## src/rtl/bram_reader_if.sv

```systemverilog
// Memory read port and output stream bundle for bram_reader.
// Ports: raddr/rdata form the memory read port; m_data/m_valid/m_ready form the stream.
// master = the reader (drives raddr and the stream); slave = memory plus downstream sink.
interface bram_reader_if #(
   parameter int ADDR_ = 8,
   parameter int DATA_ = 8
);
   logic [ADDR_-1:0] raddr;
   logic [DATA_-1:0] rdata;
   logic [DATA_-1:0] m_data;
   logic             m_valid;
   logic             m_ready;

   modport master (
      output raddr,
      input  rdata,
      output m_data,
      output m_valid,
      input  m_ready
   );

   modport slave (
      input  raddr,
      output rdata,
      input  m_data,
      input  m_valid,
      output m_ready
   );
endinterface

```

## src/rtl/bram_reader.sv

```systemverilog
// Purpose: burst reader; streams len words from a fixed-latency memory starting at base.
// Latency: first m_valid LAT_+1 cycles after the first raddr issue, then 1 word/cycle.
// Backpressure: m_ready low holds m_data; issue stops once LAT_+2 words are outstanding.
// Ports: clk, aclr_n (async active-low); start/base/len begin a burst, abort cancels it;
//        busy/done/err report status; bus (bram_reader_if.master) carries raddr/rdata and
//        the m_data/m_valid/m_ready stream.
// Option: define BRAM_READER_WRAP_EN to let bursts wrap past the top of the address space;
//         otherwise such a start is rejected with an err pulse.
module bram_reader #(
   parameter int ADDR_ = 8,
   parameter int DATA_ = 8,
   parameter int LAT_  = 2
) (
   input  logic             clk,
   input  logic             aclr_n,
   input  logic             start,
   input  logic [ADDR_-1:0] base,
   input  logic [ADDR_:0]   len,
   input  logic             abort,
   output logic             busy,
   output logic             done,
   output logic             err,
   bram_reader_if.master    bus
);
   localparam int DEPTH = LAT_ + 2;
   localparam int PW    = $clog2(DEPTH);
   localparam int CW    = $clog2(DEPTH + 1);
   localparam logic [CW-1:0]  CRED     = CW'(DEPTH);
   localparam logic [PW-1:0]  LAST_PTR = PW'(DEPTH - 1);
   localparam logic [ADDR_:0] REM_ONE  = {{ADDR_{1'b0}}, 1'b1};

   typedef enum logic [1:0] {IDLE, RUN, DRAIN} state_t;

   state_t           state_q, state_d;
   logic [ADDR_-1:0] addr_q, addr_d;     // next address to issue
   logic [ADDR_-1:0] raddr_q, raddr_d;
   logic [ADDR_:0]   rem_q, rem_d;       // reads still to issue
   logic [CW-1:0]    outst_q, outst_d;   // issued but not yet transferred downstream
   logic [CW-1:0]    cnt_q, cnt_d;       // words held in the FIFO
   logic             iss_q, iss_d;       // raddr carries a fresh address this cycle
   logic [LAT_-1:0]  vld_q, vld_d;       // tracks each issued address until its rdata arrives
   logic [DATA_-1:0] fifo_q [DEPTH];
   logic [DATA_-1:0] fifo_d [DEPTH];
   logic [PW-1:0]    wr_q, wr_d, rd_q, rd_d;
   logic             busy_q, busy_d, done_q, done_d, err_q, err_d;
   logic             issue, pop, push, range_bad;

`ifdef BRAM_READER_WRAP_EN
   assign range_bad = 1'b0;
`else
   localparam logic [ADDR_+1:0] SPAN = {2'b01, {ADDR_{1'b0}}};
   assign range_bad = ({2'b00, base} + {1'b0, len}) > SPAN;
`endif

   always_comb begin
      state_d = state_q;
      addr_d  = addr_q;
      raddr_d = raddr_q;
      rem_d   = rem_q;
      busy_d  = busy_q;
      done_d  = 1'b0;
      err_d   = 1'b0;

      pop  = (cnt_q != '0) && bus.m_ready;
      push = vld_q[LAT_-1];
      // A pop this cycle frees a credit, so a full pipe still sustains one word per cycle.
      issue = (state_q == RUN) && (rem_q != '0) && ((outst_q < CRED) || pop);

      iss_d    = issue;
      vld_d    = '0;
      vld_d[0] = iss_q;
      for (int i = 1; i < LAT_; i++) vld_d[i] = vld_q[i-1];

      fifo_d = fifo_q;
      if (push) fifo_d[wr_q] = bus.rdata;
      wr_d = push ? ((wr_q == LAST_PTR) ? '0 : wr_q + 1'b1) : wr_q;
      rd_d = pop  ? ((rd_q == LAST_PTR) ? '0 : rd_q + 1'b1) : rd_q;

      cnt_d = cnt_q;
      if (push && !pop)      cnt_d = cnt_q + 1'b1;
      else if (!push && pop) cnt_d = cnt_q - 1'b1;

      outst_d = outst_q;
      if (issue && !pop)      outst_d = outst_q + 1'b1;
      else if (!issue && pop) outst_d = outst_q - 1'b1;

      if (issue) begin
         raddr_d = addr_q;
         addr_d  = addr_q + 1'b1;
         rem_d   = rem_q - 1'b1;
      end

      unique case (state_q)
         IDLE: begin
            if (start) begin
               if (len == '0) begin
                  done_d = 1'b1;
               end else if (range_bad) begin
                  err_d = 1'b1;
               end else begin
                  addr_d  = base;
                  rem_d   = len;
                  busy_d  = 1'b1;
                  state_d = RUN;
               end
            end
         end
         RUN: begin
            if (issue && (rem_q == REM_ONE)) state_d = DRAIN;
         end
         DRAIN: begin
            // Everything issued has now been handed downstream.
            if (outst_d == '0) begin
               done_d  = 1'b1;
               busy_d  = 1'b0;
               state_d = IDLE;
            end
         end
         default: state_d = IDLE;
      endcase

      // Abort wins over any transfer, issue or completion in the same cycle.
      if (abort && (state_q != IDLE)) begin
         state_d = IDLE;
         busy_d  = 1'b0;
         done_d  = 1'b0;
         raddr_d = raddr_q;
         addr_d  = addr_q;
         rem_d   = '0;
         iss_d   = 1'b0;
         vld_d   = '0;
         cnt_d   = '0;
         outst_d = '0;
         wr_d    = '0;
         rd_d    = '0;
      end
   end

   always_ff @(posedge clk or negedge aclr_n) begin
      if (!aclr_n) begin
         state_q <= IDLE;
         addr_q  <= '0;
         raddr_q <= '0;
         rem_q   <= '0;
         outst_q <= '0;
         cnt_q   <= '0;
         iss_q   <= 1'b0;
         vld_q   <= '0;
         wr_q    <= '0;
         rd_q    <= '0;
         busy_q  <= 1'b0;
         done_q  <= 1'b0;
         err_q   <= 1'b0;
         for (int i = 0; i < DEPTH; i++) fifo_q[i] <= '0;
      end else begin
         state_q <= state_d;
         addr_q  <= addr_d;
         raddr_q <= raddr_d;
         rem_q   <= rem_d;
         outst_q <= outst_d;
         cnt_q   <= cnt_d;
         iss_q   <= iss_d;
         vld_q   <= vld_d;
         wr_q    <= wr_d;
         rd_q    <= rd_d;
         busy_q  <= busy_d;
         done_q  <= done_d;
         err_q   <= err_d;
         fifo_q  <= fifo_d;
      end
   end

   assign bus.raddr   = raddr_q;
   assign bus.m_valid = (cnt_q != '0);
   assign bus.m_data  = fifo_q[rd_q];
   assign busy        = busy_q;
   assign done        = done_q;
   assign err         = err_q;
endmodule

```

## src/flat_wrapper.sv

```systemverilog
// flat-port wrapper written by rule: the top's interface ports become plain ports
module bram_reader_flat 
#(
   parameter int ADDR_ = 8,
   parameter int DATA_ = 8,
   parameter int LAT_  = 2
)
  (clk, aclr_n, start, base, len, abort, busy, done, err, bus_raddr, bus_rdata, bus_m_data, bus_m_valid, bus_m_ready);
  bram_reader_if #(.ADDR_(ADDR_), .DATA_(DATA_)) bus_i ();
  input  logic clk;
  input  logic aclr_n;
  input  logic start;
  input  logic [ADDR_-1:0] base;
  input  logic [ADDR_:0] len;
  input  logic abort;
  output logic busy;
  output logic done;
  output logic err;
  output wire logic [$bits(bus_i.raddr)-1:0] bus_raddr;
  input wire logic [$bits(bus_i.rdata)-1:0] bus_rdata;
  output wire logic [$bits(bus_i.m_data)-1:0] bus_m_data;
  output wire logic [$bits(bus_i.m_valid)-1:0] bus_m_valid;
  input wire logic [$bits(bus_i.m_ready)-1:0] bus_m_ready;
  assign bus_raddr = bus_i.raddr;
  assign bus_i.rdata = bus_rdata;
  assign bus_m_data = bus_i.m_data;
  assign bus_m_valid = bus_i.m_valid;
  assign bus_i.m_ready = bus_m_ready;
  bram_reader #(.ADDR_(ADDR_), .DATA_(DATA_), .LAT_(LAT_)) u_core (.clk(clk), .aclr_n(aclr_n), .start(start), .base(base), .len(len), .abort(abort), .busy(busy), .done(done), .err(err), .bus(bus_i));
endmodule
```

## config.mk

```make
export PLATFORM = sky130hd
export DESIGN_NAME = bram_reader_flat
export DESIGN_NICKNAME = d
export VERILOG_FILES = /design/src/rtl/bram_reader_if.sv /design/src/rtl/bram_reader.sv /design/src/flat_wrapper.sv
export SDC_FILE = /design/constraint.sdc
export NUM_CORES = 1
export LEC_CHECK = 0
export CORE_MARGIN = 10
export CORE_UTILIZATION = 40
export CTS_BUF_LIST = sky130_fd_sc_hd__clkbuf_8
export DETAILED_ROUTE_END_ITERATION = 10
export DONT_BUFFER_PORTS = 1
export PLACE_DENSITY_LB_ADDON = 0.3
export RECOVER_POWER = 25
export SETUP_SLACK_MARGIN = 0.2
export SLEW_MARGIN = 20
export SYNTH_ARGS = -nofsm -noshare
export SYNTH_HDL_FRONTEND = slang
export SYNTH_SLANG_ARGS = --single-unit
export TNS_END_PERCENT = 20
```

## constraint.sdc

```tcl
create_clock -name clk -period 5.2 [get_ports clk]
set_input_delay 1.04 -clock clk [delete_from_list [all_inputs] [get_ports clk]]
set_output_delay 1.04 -clock clk [all_outputs]
set_load 0.01 [all_outputs]
```

==> results of run 1 <==
-- sequential cells by signal, summed over array words and instances, names as in the netlist --
signal	cells
u_core.cnt_q	3
u_core.done	1
u_core.state_q	2
u_core.outst_q	3
u_core.rd_q	2
u_core.vld_q	2
u_core.rem_q	9
u_core.err	1
u_core.iss_q	1
u_core.bus.raddr	8
u_core.addr_q	8
u_core.fifo_q	32
u_core.busy	1
u_core.wr_q	2
-- Yosys cell counts, types with 5 or more instances --
cell type | instances | area, um^2
a21oi_1 | 21 | 105
and2_1 | 5 | 31.3
clkbuf_1 | 12 | 45.0
dfrtp_1 | 75 | 1880
ha_1 | 19 | 238
inv_1 | 14 | 52.6
mux2_2 | 33 | 372
mux2_4 | 7 | 105
mux4_2 | 8 | 180
nand2_1 | 48 | 180
nand2b_1 | 5 | 31.3
nand3_1 | 7 | 35.0
nand4_1 | 8 | 50.1
nor2_1 | 35 | 131
nor3_1 | 10 | 50.1
o211ai_1 | 15 | 113
o21ai_0 | 9 | 45.0
xnor2_1 | 5 | 43.8
xor2_1 | 7 | 61.3
-- power groups by stage --
stage	registers [W]	clock network [W]	logic, W
3_5_place_dp	0.00114	0	0.000920
5_1_grt	0.00117	0.000459	0.00103
2_1_floorplan	0.00102	0	0.000818
4_1_cts	0.00112	0.000431	0.000924
3_3_place_gp	0.00112	0	0.000891
6_report	0.00112	0.000419	0.000913
-- logic make-up after synthesis --
kind of cell               Yosys count  synth area share [%]
and+or+nand+nor                    140                  15.5
AOI/OAI and AO/OA                   76                  12.8
DFF                                 75                  43.4
muxes                               53                  16.4
buffers and inverters               31                  3.09
adders and majority gates           21                  6.42
xor gates and xnor gates            12                  2.43
-- per-layer routing --
metal	wire [um]	part of all wire (%)	global-route usage [%]	vias to the layer above
li1	-	-	-	1478
met4	167	1.7	5.32	0
met3	654	6.8	4.62	15
met5	0	0	0	-
met2	4770	49	21.7	70
met1	4070	42	15.1	1553
-- area by class of cell --
class                      count  area (um^2)  area share [%]
multi-input combinational    302         2320            50.0
sequential                    75         1880            40.5
tap                          136          170            3.67
clock buffer                   9          124            2.67
clock inverter                 7         58.8            1.27
inverter                      15         56.3            1.22
timing repair buffer           4         30.0           0.648
-- worst paths after layout --
| kind | to | slack [ns] | cells after the start |
|---|---|---|---|
| worst max-delay path | u_core.rem_q[8] | 1.77 | 9 |
| worst min-delay path | u_core.fifo_q[19] | 0.37 | 0 |
| worst max register to register | u_core.done | 2.77 | 9 |
| worst min register to register | u_core.vld_q[1] | 0.45 | 1 |
| max in group asynchronous | u_core.outst_q[2] | 4.69 | 0 |
| min in group clk | u_core.vld_q[1] | 0.45 | 1 |
-- stage by stage --
stage | util, % | cell area (um^2)
5_1_grt | 44.5 | 4630
4_1_cts | 44.5 | 4630
2_1_floorplan | - | 4330
3_5_place_dp | 42.7 | 4450
3_3_place_gp | 42.7 | 4450
6_report | 44.5 | 4630
==> flow_metrics.tcl, run 1 <==
set metrics [dict create \
    grt_pass1_vias 3070 \
    synthesis.area_um2 4330 \
    path_cells "ha_1 > inv_1 > fa_1 > nand2b_1 > a21oi_1 > mux2_1 > a2111oi_4 > o21a_1 > mux2i_1" \
    fill_cells 1003 \
    pwr_density_cell_nw_per_um2 529 \
    cp_slowest_cell "a2111oi_4" \
    seq_area_frac_synth_pct 43.4 \
    post-route-period-util_pct 66.0 \
    period_minus_slack_ns 3.43 \
    insertion_delay_ns 0.36 \
    synth_warnings 0 \
    wl_um 9660 \
    power_switching_w 0.000942 \
    final-hold-violation-count 0 \
    hold_path_class "input pin to asynchronous set/reset pin" \
    relSlewSlack_pct 53.9 \
    cts_buffers 9 \
    cts.path.max_buffers 2 \
    fin_ws_ns 1.77 \
    cts.repair.resized 0 \
    ios 50 \
    first_iter_violations 236 \
    numPlacedInstances 532 \
    postCtsSetupBuffers 0 \
    finClkSkew_ns 0.0136 \
    cts_tree "yes" \
    drc 0 \
    clock.fmax_mhz 291 \
    io_buffers 0 \
    grt_pass1_wl_um 15900 \
    clockRootBuffer "clkbuf_8" \
    slowest_delay_ns 0.68 \
    nets 458 \
    die_x_um 124 \
    p_leak_nw 1.94 \
    startpoint_type "input pin" \
    cp_data_required_time_ns 5.48 \
    die_h_um 124 \
    start_util_pct 41.5 \
    worstMarginPinSlew_ns 0.691 \
    fin_cells 548 \
    finalMaxSlewViolations 0 \
    clock_sinks 75 \
    drtAntennaViolNets 0 \
    setup_tns_ns 0 \
    p_int_w 0.00151 \
    grt_antenna_before_repair 0 \
    sequentialPowerShare_pct 45.7 \
    rsz0062_at_grt "no" \
    mostFrequentLayoutCells "75 x dfrtp_1, 48 x nand2_1, 35 x nor2_1, 33 x mux2_2, 21 x a21oi_1" \
    track_usage_pct 13.1 \
    crit_buf_inv 1 \
    syn_inst 408 \
    synthArstFlopShare_pct 100 \
    vias 3116 \
    path_clk_slew_ns 0.09 \
    startpoint "base[0]" \
    gp_congestion 0.856 \
    clockPowerShare_pct 17.1 \
    grt_overflow_total 0 \
    firstDrtPassIters 4 \
    htreeDepth 3 \
    maxCapViolations 0 \
    drive_gt1_share_pct 18.7 \
    synth_edf_count 0 \
    post_synth.cell_area_avg_um2 10.6 \
    dieArea_um2 15400 \
    rows 37 \
    ys.flop_type "dfrtp_1" \
    crit_fanout 11 \
    yosys_register_bits 75 \
    avgRoutedWirePerCell_um 17.6 \
    grt_max_degree 76 \
    timing.hold.ws_ns 0.373 \
    via_per_inst 5.69 \
    synth_nets 459 \
    layout_commonest_cell "dfrtp_1" \
    cp_data_arrival_time_ns 3.71 \
    path_class "input pin to register" \
    ys_types 59 \
    setup-violations-final 0 \
    p_sw_share_pct 38.5 \
    cp-end-kind "register" \
    core_area_um2 10400 \
    p_total_w 0.00245 \
    dp_slack_ns 1.43 \
    reg2reg_from "u_core.rem_q[0]" \
    vdd_ir_drop_max_uv 180 \
    status "finished clean" \
    hpwl_um 7210 \
    syn_to_final_growth_pct 7.06 \
    combPwrFrac_pct 37.3 \
    cp_top_family "compound AO/OA/AOI/OAI gates" \
    num_antenna_cells 0 \
    postCtsHoldBufs 0 \
]
(Power assumes the default switching activity.)
==> run 2: changes to the inputs <==
==> constraint.sdc (replaced) <==
create_clock -name clk -period 3.1 [get_ports clk]
set_input_delay 0.62 -clock clk [delete_from_list [all_inputs] [get_ports clk]]
set_output_delay 0.62 -clock clk [all_outputs]
set_load 0.01 [all_outputs]
==> run 2 against run 1 <==
The run now ends with max-capacitance violations, max-slew violations left. Combinational power rose by 72%. Sequential share of layout area fell by 0.55 points. Cell area rose by 1.4%. Clock-buffer cell count did not move. Flip-flop and latch count did not move. Final cell count rose by 1.3%. Critical path depth did not move. Setup slack got worse by 1.4 ns. Critical path type unchanged. Largest cell class unchanged.
==> flow_metrics.tcl, run 2 (synthesis results as in run 1) <==
set metrics [dict create \
    cts_tree "yes" \
    cp_data_arrival_time_ns 2.96 \
    nets 465 \
    path_class "input pin to register" \
    relSlewSlack_pct -22.8 \
    num_antenna_cells 0 \
    final-hold-violation-count 0 \
    setup-violations-final 0 \
    vias 3085 \
    cts.path.max_buffers 2 \
    start_util_pct 41.5 \
    reg2reg_from "u_core.rem_q[0]" \
    maxCapViolations 1 \
    cp_data_required_time_ns 3.34 \
    syn_to_final_growth_pct 8.53 \
    finish.utilization_pct 45.1 \
    io_buffers 0 \
    p_leak_nw 1.98 \
    pwr_density_cell_nw_per_um2 886 \
    finalMaxSlewViolations 76 \
    finClkSkew_ns 0.0133 \
    dp_slack_ns -0.0676 \
    track_usage_pct 13.7 \
    vdd_ir_drop_max_uv 320 \
    numPlacedInstances 538 \
    status "complete, but fails checks" \
    ios 50 \
    cp-end-kind "register" \
    grt_pass1_wl_um 16600 \
    postCtsSetupBuffers 0 \
    firstDrtPassIters 4 \
    core_area_um2 10400 \
    largest_registers "u_core.fifo_q: 32 flops, u_core.rem_q: 9 flops" \
    fin_ws_ns 0.388 \
    p_total_w 0.00416 \
    dieArea_um2 15400 \
    cts_buffers 9 \
    first_iter_violations 268 \
    post-route-period-util_pct 87.5 \
    htreeDepth 3 \
    rows 37 \
    hp-start "abort" \
    layout_commonest_cell "dfrtp_1" \
    rsz0062_at_grt "no" \
    path_clk_slew_ns 0.08 \
    hpwl_um 7480 \
    avgRoutedWirePerCell_um 18.0 \
    largest_reg_flops 32 \
    grt_antenna_before_repair 0 \
    grt_pass1_vias 3250 \
    period_minus_slack_ns 2.71 \
    startpoint "base[0]" \
    gp_congestion 0.839 \
    fill_cells 942 \
    via_per_inst 5.56 \
    die_h_um 124 \
    clock.fmax_mhz 369 \
    clockRootBuffer "clkbuf_8" \
    setup_tns_ns 0 \
    fin_cells 555 \
    mostFrequentLayoutCells "75 x dfrtp_1, 48 x nand2_1, 35 x nor2_1, 34 x mux2_2, 21 x a21oi_1" \
    insertion_delay_ns 0.36 \
    hold_path_class "input pin to register" \
    wl_um 9990 \
    largest_register "u_core.fifo_q" \
    violations "max-capacitance violations, max-slew violations" \
    startpoint_type "input pin" \
    crit_fanout 9 \
    worstMarginPinSlew_ns 1.84 \
    clock_sinks 75 \
    grt_max_degree 76 \
    drc 0 \
    drtAntennaViolNets 0 \
    grt_overflow_total 0 \
    die_x_um 124 \
    drive_gt1_share_pct 21.0 \
]
run 2: cell types whose count changed in the layout (fill, tap and decap cells not counted), sizes merged:
cell	change
buf	+6
clkbuf	+1
run 2: cell type report:
| type | instances | area, um^2 | area share (%) |
|---|---|---|---|
| sequential | 75 | 1880 | 40.0 |
| clock inverter | 7 | 58.8 | 1.25 |
| multi-input combinational | 302 | 2330 | 49.6 |
| tap | 136 | 170 | 3.62 |
| timing repair buffer | 11 | 80.1 | 1.71 |
| clock buffer | 9 | 124 | 2.64 |
| inverter | 15 | 56.3 | 1.20 |
run 2: where the power goes:
part           internal (W)  switching [W]
clock network      0.000304       0.000404
logic              0.000815       0.000754
registers           0.00143       0.000452
run 2: per-layer routing:
layer / part of all wire, % / global-route usage (%) / up-vias
met4: 2.2 / 6.04 / 0
met5: 0 / 0 / -
met1: 41 / 15.7 / 1512
li1: - / - / 1488
met2: 49 / 22.8 / 68
met3: 7.2 / 4.80 / 17
run 2: final timing paths:
path | endpoint | slack [ns] | depth (start not counted)
setup / recovery | u_core.rem_q[4] | 0.39 | 9
max in group asynchronous | u_core.rem_q[0] | 1.26 | 1
hold reg to reg | u_core.vld_q[1] | 0.46 | 1
setup reg to reg | u_core.done | 0.41 | 8
hold / removal | u_core.state_q[1] | 0.35 | 1
min in group asynchronous | u_core.cnt_q[0] | 0.76 | 1
run 2: repair_timing:
action | in CTS | in global routing
hold buffers | 1 | 0
resized for setup | 0 | 1
endpoints found under the setup margin | 0 | 1
endpoints found under the hold margin | 75 | 0
run 2: metrics by stage:
step / area, um^2 / hold WS, ns
finish: 4700 / 0.353
global route: 4700 / 0.340
detailed placement: 4510 / 0.330
floorplan: 4340 / 0.324
CTS: 4720 / 0.146
global placement: 4510 / 0.330
run 2: critical path, cell delays in order:
cell	delay (ns)
ha_4	0.12
inv_2	0.03
fa_1	0.48
nor2b_1	0.16
o311ai_1	0.11
or3_1	0.40
a2111oi_4	0.49
o21ai_4	0.21
mux2_4	0.33
==> run 3: changes to the inputs <==
--- a/config.mk
+++ b/config.mk
@@ -5,14 +5,16 @@
 export SDC_FILE = /design/constraint.sdc
 export NUM_CORES = 1
 export LEC_CHECK = 0
-export CORE_MARGIN = 10
+export CORE_MARGIN = 2
 export CORE_UTILIZATION = 40
 export CTS_BUF_LIST = sky130_fd_sc_hd__clkbuf_8
 export DETAILED_ROUTE_END_ITERATION = 10
 export DONT_BUFFER_PORTS = 1
+export HOLD_SLACK_MARGIN = 0.1
 export PLACE_DENSITY_LB_ADDON = 0.3
 export RECOVER_POWER = 25
 export SETUP_SLACK_MARGIN = 0.2
+export SKIP_LAST_GASP = 1
 export SLEW_MARGIN = 20
 export SYNTH_ARGS = -nofsm -noshare
 export SYNTH_HDL_FRONTEND = slang
==> run 3 against run 2 <==
The run still ends with max-capacitance violations, max-slew violations left. Setup slack gained 0.030 ns. Sequential share of layout area decreased by 0.38 points. Maximum frequency rose by 1.1%. Register-to-register slack gained 0.08 ns. Cell area up 0.96%. Clock-buffer cell count rose by 1. Combinational power about the same. Global-route usage increased by 3.7 points. Die area fell by 24%. Power increased by 2.0%. First-iteration DRC count down 44%. Clock skew hardly changed.
==> flow_metrics.tcl, run 3 (synthesis results as in run 1) <==
set metrics [dict create \
    hold_path_class "input pin to register" \
    violations "max-capacitance violations, max-slew violations" \
    stdcell_area_um2 4740 \
    syn_to_final_growth_pct 9.57 \
    dieArea_um2 11700 \
    final-hold-violation-count 0 \
    cts.path.max_buffers 2 \
    largest_register "u_core.fifo_q" \
    core_area_um2 10400 \
    grt_max_degree 76 \
    track_usage_pct 17.5 \
    regArea_um2 1880 \
    hp-start "abort" \
    p_int_w 0.00265 \
    first_iter_violations 149 \
    drtAntennaViolNets 0 \
    htreeDepth 3 \
    worstMarginPinSlew_ns 1.82 \
    grt_pass1_wl_um 15800 \
    slowest_delay_ns 0.50 \
    insertion_delay_ns 0.35 \
    startpoint "base[0]" \
    gp_congestion 0.894 \
    finish.utilization_pct 45.5 \
    rsz0062_at_grt "no" \
    startpoint_type "input pin" \
    vdd_ir_drop_max_uv 453 \
    setup_tns_ns 0 \
    via_per_inst 5.54 \
    crit_end "u_core.rem_q[6]" \
    rrSetupSlack_ns 0.49 \
    clockRootBuffer "clkbuf_8" \
    grt_overflow_total 0 \
    grt_pass1_vias 3197 \
    path_cells "ha_4 > inv_2 > fa_1 > nor2b_1 > o311ai_1 > or3_1 > a2111oi_4 > o21ai_4 > mux2_4" \
    period_minus_slack_ns 2.68 \
    avgRoutedWirePerCell_um 17.2 \
    setup-violations-final 0 \
    start_util_pct 41.5 \
    cp-end-kind "register" \
    maxCapViolations 1 \
    drc 0 \
    wl_um 9540 \
    io_buffers 0 \
    cp_data_required_time_ns 3.32 \
    crit_cells 9 \
    multi_input_area_um2 2330 \
    largest_reg_flops 32 \
    path_clk_slew_ns 0.07 \
    numPlacedInstances 539 \
    rr_endpoint "u_core.addr_q[1]" \
    p_leak_nw 1.99 \
    die_h_um 108 \
    ios 50 \
    place_area_um2 4530 \
    die_x_um 108 \
    p_sw_share_pct 37.4 \
    finClkSkew_ns 0.0133 \
    nets 466 \
    cts.repair.resized 0 \
    reg2reg_from "u_core.cnt_q[1]" \
    relSlewSlack_pct -21.3 \
    status "complete, but fails checks" \
    cts_buffers 9 \
    path_class "input pin to register" \
    layout_commonest_cell "dfrtp_1" \
    pwr_density_cell_nw_per_um2 895 \
    cp_slowest_cell "a2111oi_4" \
    clock.fmax_mhz 373 \
    combPwrFrac_pct 37.2 \
    largest_registers "u_core.fifo_q: 32 flops, u_core.rem_q: 9 flops" \
    postCtsSetupBuffers 0 \
    grt_antenna_before_repair 0 \
    fill_cells 988 \
    vias 3079 \
    finalMaxSlewViolations 76 \
    post-route-period-util_pct 86.5 \
    rows 37 \
    fin_cells 556 \
    sequentialPowerShare_pct 44.1 \
    mostFrequentLayoutCells "75 x dfrtp_1, 48 x nand2_1, 35 x nor2_1, 34 x mux2_2, 21 x a21oi_1" \
    cp_top_family "compound AO/OA/AOI/OAI gates" \
    firstDrtPassIters 4 \
    power_switching_w 0.00159 \
    crit_buf_inv 1 \
    clock_sinks 75 \
    hpwl_um 7000 \
    postCtsHoldBufs 1 \
    cp_data_arrival_time_ns 2.90 \
    dp_slack_ns 0.0697 \
    crit_fanout 9 \
    fin_ws_ns 0.419 \
    cts_tree "yes" \
    ff2ff_path_depth 8 \
    num_antenna_cells 0 \
    clockPowerShare_pct 18.6 \
    drive_gt1_share_pct 21.0 \
]
[run 3: cell count changes in the layout (fill, tap and decap cells not counted), sizes merged]
cell      previous run  this run
buf                 10        11
bufinv               0         1
clkbuf              10        11
clkinv               2         1
clkinvlp             1         2
inv                 19        17
[run 3: per-layer routing]
layer	global-route usage (%)	vias to the layer above	wire (um)	share of wire (%)
li1	-	1493	-	-
met1	21.2	1496	4060	43
met2	29.5	72	4680	49
met3	5.49	18	609	6.4
met4	6.04	0	188	2.0
met5	0	-	0	0
[run 3: through the flow]
stage / hold slack (ns) / power [W]
5_1_grt: 0.350 / 0.00458
3_3_place_gp: 0.329 / 0.00338
3_5_place_dp: 0.328 / 0.00347
4_1_cts: 0.172 / 0.00428
6_report: 0.371 / 0.00424
2_1_floorplan: 0.324 / 0.00309
[run 3: area by class of cell]
cell class	instances	area share (%)
Sequential cell	75	39.6
Tap cell	136	3.59
Clock buffer	10	2.90
Timing Repair Buffer	12	2.11
Clock inverter	6	1.50
Multi-Input combinational cell	302	49.1
Inverter	15	1.19
[run 3: worst min path at each step]
| stage | end | cells past startpoint |
|---|---|---|
| 2_1_floorplan | u_core.addr_q[0] | 0 |
| 3_3_place_gp | u_core.cnt_q[0] | 0 |
| 3_5_place_dp | u_core.cnt_q[2] | 0 |
| 4_1_cts | u_core.fifo_q[18] | 1 |
| 5_1_grt | u_core.state_q[0] | 1 |
| 6_report | u_core.state_q[1] | 1 |
[run 3: power groups by stage]
| stage | clock [W] | sequential, W | combinational (W) |
|---|---|---|---|
| floorplan | 0 | 0.00171 | 0.00137 |
| global placement | 0 | 0.00187 | 0.00151 |
| detailed placement | 0 | 0.00189 | 0.00157 |
| CTS | 0.000807 | 0.00187 | 0.00160 |
| global route | 0.000857 | 0.00194 | 0.00178 |
| finish | 0.000790 | 0.00187 | 0.00158 |
[run 3: worst reg2reg max path, cell delays in order, from the launching register on]
cell and delay, ns:
dfrtp_1 0.43, o31ai_1 0.84, nand2_1 0.46, nand3_1 0.20, buf_4 0.20, inv_2 0.05
buf_4 0.16, nand2_1 0.07, o211ai_1 0.08
